[config.mk]
export PLATFORM = sky130hd
export DESIGN_NAME = bram_port_arbiter
export DESIGN_NICKNAME = d
export VERILOG_FILES = /design/src/rtl/bram_port_arbiter.sv
export SDC_FILE = /design/constraint.sdc
export NUM_CORES = 1
export LEC_CHECK = 0
export BUFFER_PORTS_ARGS = -buffer_cell sky130_fd_sc_hd__buf_2
export CAP_MARGIN = 5
export CORE_UTILIZATION = 37
export CTS_BUF_LIST = sky130_fd_sc_hd__clkbuf_16
export DETAILED_ROUTE_END_ITERATION = 8
export PLACE_DENSITY = 0.81
export SLEW_MARGIN = 20
export SYNTH_ARGS = -nofsm -noshare
export SYNTH_HDL_FRONTEND = slang
export SYNTH_SLANG_ARGS = --single-unit
export TNS_END_PERCENT = 10
[constraint.sdc]
create_clock -name clka -period 1.6 [get_ports clka]
set_clock_uncertainty 0.2 [all_clocks]
set_input_delay 0.08 -clock clka [delete_from_list [all_inputs] [get_ports clka]]
set_output_delay 0.08 -clock clka [all_outputs]
set_load 0.1 [all_outputs]
[src/rtl/bram_port_arbiter.sv]
// Round-robin arbiter and sequencer for a single-port block memory.
// Zero-fills the memory after reset, then serves fetch and load/store.
module bram_port_arbiter #(
    parameter int AW             = 10,
    parameter int DW             = 16,
    parameter int DEPTH          = 1024,
    parameter int CLEAR_ON_RESET = 1
) (
    input  logic          clka,
    input  logic          rst,
    input  logic          req0,
    input  logic          req1,
    input  logic          we0,
    input  logic          we1,
    input  logic [AW-1:0] addr0,
    input  logic [AW-1:0] addr1,
    input  logic [DW-1:0] wdata0,
    input  logic [DW-1:0] wdata1,
    output logic          gnt0,
    output logic          gnt1,
    output logic          rvalid0,
    output logic          rvalid1,
    output logic [DW-1:0] rdata0,
    output logic [DW-1:0] rdata1,
    output logic          mem_we,
    output logic [AW-1:0] mem_addr,
    output logic [DW-1:0] mem_din,
    input  logic [DW-1:0] mem_dout,
    output logic          init_done
);

    localparam logic [0:0] S_INIT = 1'b0;
    localparam logic [0:0] S_RUN  = 1'b1;
    localparam logic [0:0] S_RST  = (CLEAR_ON_RESET != 0) ? S_INIT : S_RUN;
    localparam logic [AW-1:0] LAST = AW'(DEPTH - 1);

    logic [0:0]    state;
    logic [AW-1:0] clr_cnt;
    logic          last_gnt;
    logic          run;

    assign run = (state == S_RUN) & ~rst;

    // On contention the requester that was not served last wins.
    always_comb begin
        gnt0 = 1'b0;
        gnt1 = 1'b0;
        if (run) begin
            unique case (1'b1)
                (req0 & ~req1): gnt0 = 1'b1;
                (req1 & ~req0): gnt1 = 1'b1;
                (req0 & req1): begin
                    gnt0 = last_gnt;
                    gnt1 = ~last_gnt;
                end
                default: ;
            endcase
        end
    end

    always_comb begin
        mem_we   = 1'b0;
        mem_addr = addr0;
        mem_din  = wdata0;
        if (state == S_INIT) begin
            mem_we   = ~rst;
            mem_addr = clr_cnt;
            mem_din  = '0;
        end else if (gnt1) begin
            mem_we   = we1;
            mem_addr = addr1;
            mem_din  = wdata1;
        end else begin
            mem_we   = gnt0 & we0;
        end
    end

    assign rdata0 = mem_dout;
    assign rdata1 = mem_dout;

    always_ff @(posedge clka or posedge rst) begin
        if (rst) begin
            state     <= S_RST;
            clr_cnt   <= '0;
            last_gnt  <= 1'b1;
            rvalid0   <= 1'b0;
            rvalid1   <= 1'b0;
            init_done <= 1'b0;
        end else begin
            rvalid0 <= gnt0 & ~we0;
            rvalid1 <= gnt1 & ~we1;
            if (gnt0 | gnt1) begin
                last_gnt <= gnt1;
            end
            if (state == S_INIT) begin
                clr_cnt <= clr_cnt + AW'(1);
                if (clr_cnt == LAST) begin
                    state     <= S_RUN;
                    init_done <= 1'b1;
                end
            end else begin
                init_done <= 1'b1;
            end
        end
    end

endmodule

Yosys cells after proc, flatten, opt, wreduce, memory -nomap -nowiden
Cells that the tools add are included.
{"block": "totals", "ff_bits": 15, "in_bits": 74, "wordCells": 37}
{"block": "classes", "addsub": 1, "n_eq_ne": 1, "mux": 14, "bitwise_logic": 14, "n_reduce_logical": 1}
{"operator": "two-way mux 16 bit", "n": 2}
{"operator": "two-way mux 10 bit", "n": 2}
{"operator": "adder 10 x 1 -> 10 bit, second input constant", "n": 1}
{"operator": "equality test 10 bit, second input constant", "n": 1}
{"operator": "two-way mux 1 bit", "n": 8}
{"operator": "bitwise AND 1 bit", "n": 7}
{"operator": "NOT 1 bit", "n": 6}
{"operator": "one-hot mux 1 bit (2 select lines)", "n": 2}
{"operator": "nonzero test 2 bit", "n": 1}
{"operator": "bitwise OR 1 bit", "n": 1}

Logic depth before layout (Yosys ltp)
{"block": "logic_depth", "ltp_word": 7, "depth_mapped": 5}

Worst setup path before layout
OpenSTA, ideal clock, no wires.
{"block": "synth_path", "kind": "register -> output", "start": "reg last_gnt", "end": "out mem_din[14]", "arrival_time_ps": 3202, "required_time_ps": 1320, "slack_ps": -1882, "stages_incl_launch_ff": 5, "path_cell_list": "dfstp_2 a21bo_2 clkbuf_1 o21ai_0 a21boi_0"}
{"block": "synth_via", "elab_chain_len": 5}
{"element": "start: declaration", "line": "39", "rtl": "logic last_gnt;"}
{"element": "start signal: assignment", "line": "93", "rtl": "last_gnt <= gnt1;"}
{"element": "NOT 1 bit", "line": "54", "rtl": "gnt1 = ~last_gnt;"}
{"element": "one-hot mux 1 bit (2 select lines)", "line": "49", "rtl": "unique case (1'b1)"}
{"element": "two-way mux 1 bit", "line": "48", "rtl": "if (run) begin"}
{"element": "two-way mux 16 bit", "line": "69", "rtl": "end else if (gnt1) begin"}
{"element": "two-way mux 16 bit", "line": "65", "rtl": "if (state == S_INIT) begin"}
{"element": "end: declaration", "line": "27", "rtl": "output logic [DW-1:0] mem_din,"}
No other way between the ends.

Final worst setup path
{"block": "layout_path", "start": "reg last_gnt", "end": "out mem_din[0]"}
The elaborated chain is that of the path after synthesis.

==> impl_results.md <==
- Outcome: finished with violations
- Failing checks: negative setup slack
- Fill cells: 170
- Reg clk slew, reported paths: ~0.05 ns
- Max-cap violations: 0
- Drt wl/cell: 21.6 um
- Fin cells: between 300 and 400
- GRT overflow: 0
- Seq/Total Area, Yosys: 25.5%
- Flops & latches, synth: 15
- Sequential cell area: 378 um2
- R2r setup slk: 0.07 ns
- Skew-Pair Late Insertion Delay: 0.26 ns
- Width of the die: about 65 um
- DR iter-0 viols: 85
- Max Freq: 0.489 GHz
- Drt pass-1 iters: 4
- Pwr dens: roughly 490 nW/um2
- Io pins: 138
- Reg2reg path depth: 3
- CP endpoint: mem_din[0]
- Crit path time final: 2.05 ns
- CTS max path bufs: 2
- CTS sink count: 15
- CTS Buf Count: 3
- Post-synth cell types: 34
- # port buffers: 89
- Worst IR Drop VDD: 795 uV
- Die Ht: roughly 65 um
- Vias in the first global route: 1,918
- CP Cell Sequence: a21bo_4 > buf_6 > o21ai_0 > a21boi_4 > buf_12
- Row cnt: 22
- Final HPWL DP: 3770 um
- Syn_nets: 264
- Delay of the slowest cell on the worst path: roughly 0.43 ns
- Leak: 1.33 nW
- Clock share of power: 32.0%
- Hold Fails Final Rpt: 0
- Layout cell share with drive strength beyond 1: 68.6%
- Sw Ratio: 42.9%
- Fin nets: approximately 360
- Initial Util: 39.5%
- Inserted Diodes: 0
- Synth Warn #: 0
- Routed vias/inst: 5.50
- Critical Path Source: last_gnt
- Crit-path max FO: 6
- Psw: ~700 uW
- Crit-path slowest cell: o21ai_0
- Setup WS post-layout: -0.445 ns
- Startpoint Class: register
- Highest-count cells in the layout ignoring fill and taps: buf_2, buf_12, nand3_1, a21boi_4, buf_4
- CTS tree: built
- CTS Root Cell: clkbuf_16
- Final Setup Violations: 29
- Combinational share of power: about 45%
- Critical Path AT: between 1.5 and 2 ns
- Post-route ant nets: 0
- Worst slew pin tran: 0.586 ns
- Fin util: 88.5%
- Total track usage: approximately 32%
- Critical path type: register to primary output
- Critical Path RT: about 1.3 ns
- Hold Path Class: input port to register
- Fin crit share: 128%
- Sequential share of power: 23.4%
- Post-Route WL: 7140 um
- Die ar.: approximately 4300 um2
- Max Slew Vio Count: 0
- Post-Syn Area: 1480 um2
- Total chip power: 1.63 mW
- Worst flop-to-flop path startpoint: clr_cnt[4]
- Reg-to-reg endpoint: state
- Multi-input logic area: 1250 um2
- RSZ-0062 raised after global routing: true
- Core area: 3740 um2
- Most common cell after layout, fill and taps aside: buf_2
- Max_slew headroom: 60.8%
- Post-route DRC violation count: 0
- Vias: 1,822
- Syn Area/Cell: 7.82 um2
- Pin count of the biggest net entering global routing: 20
- Antenna violations before repair: 0
- First-pass GRT wire length: between 10,000 and 15,000 um
- Inst Count DP: 304
- Layout Area Growth over Synthesis: 124%
- Gate Count Post-Synth: 189
- GPL Wtd Cong: 0.758
- Hold path cells: 4
- Internal power: a little over 900 uW
- Final TNS setup: -10.17 ns
- H-Tree Depth: 1
- Setup crit end kind: primary output
## critical path: cells and delay by family, from the launching register on
kind	cells	cell delay, ns
flip-flops	1	0.39
buffers and inverters	2	0.33
AO/OA/AOI/OAI	3	0.79
## cell families after synthesis
| kind of cell | Yosys count | share of synthesized area, % |
|---|---|---|
| compound gates | 56 | 24.5 |
| xor+xnor | 9 | 5.33 |
| fa+ha+maj | 1 | 0.846 |
| buf+inv | 51 | 22.1 |
| flops | 15 | 25.5 |
| mux | 1 | 0.761 |
| simple gates | 56 | 21.0 |
## sequential cells by signal, summed over array words and instances, names as in the netlist
name	flops
rvalid0	1
clr_cnt	10
state	1
init_done	1
rvalid1	1
last_gnt	1
## metal layers
metal | GRT usage (%) | vias to the layer above | part of all wire, %
met1 | 34.3 | 874 | 37
li1 | - | 821 | -
met3 | 9.38 | 23 | 8.0
met2 | 56.8 | 104 | 51
met4 | 17.7 | 0 | 3.5
met5 | 0 | - | 0
## layout make-up
cell class                      count  area share, %
Clock buffer                        3           2.27
Sequential cell                    15           11.4
Tap cell                           48           1.81
Multi-Input combinational cell    123           37.7
Inverter                            5          0.680
Clock inverter                      1          0.113
Timing Repair Buffer              136           46.0
## power groups by stage
| stage | logic (mW) | clock network [mW] | registers (mW) |
|---|---|---|---|
| after global placement | 0.249 | 0 | 0.386 |
| final | 0.726 | 0.520 | 0.380 |
| after CTS | 0.697 | 0.494 | 0.380 |
| after global routing | 0.745 | 0.522 | 0.380 |
| after floorplan | 0.522 | 0 | 0.386 |
| after detailed placement | 0.255 | 0 | 0.386 |
## worst min-delay path by stage
stage / from / endpoint
2_1_floorplan: we1 / rvalid1
3_3_place_gp: rst / clr_cnt[2]
3_5_place_dp: rst / clr_cnt[0]
4_1_cts: req0 / rvalid0
5_1_grt: req0 / rvalid0
6_report: req0 / rvalid0
## timing repair
action / 4_1_cts / 5_1_grt
pin swaps: 10 / 7
resized for setup: 11 / 10
endpoints found under the hold margin: 49 / 0
setup endpoints to repair: 30 / 33
setup buffers: 2 / 0
hold buffers: 20 / 0
gates cloned: 1 / 0
## metrics by stage
stage	hold WS (ns)	area, um2	setup WS [ns]
2_1_floorplan	-0.0544	1940	-0.247
3_3_place_gp	-0.0496	2740	-0.0868
3_5_place_dp	-0.0425	2740	-0.125
4_1_cts	0.0856	3270	-0.354
5_1_grt	0.127	3310	-0.502
6_report	0.0982	3310	-0.445
## synth_stat cells, drive strengths merged
library cell	count	share of area, %
clkinv	1	0.25
and3	1	0.51
a31oi	8	3.4
nand2b	3	1.3
nand2	2	0.51
o2bb2ai	1	0.59
or3	1	0.42
clkbuf	5	1.4
inv	4	1.0
dfrtp	14	24
buf	41	19
a21boi	19	9.9
xor2	2	1.2
or4	1	0.76
nor4	1	0.42
nand3	28	9.5
dfstp	1	1.8
and2	1	0.42
nand4b	1	1.6
mux2	1	0.76
a221o	2	1.4
ha	1	0.85
o21ai	24	8.1
xnor2	7	4.1
a21o	1	0.51
a21bo	1	0.68
nor2	12	3.0
nor2b	4	1.7
nand4	1	0.85
Power figures use the tool's default switching activity.
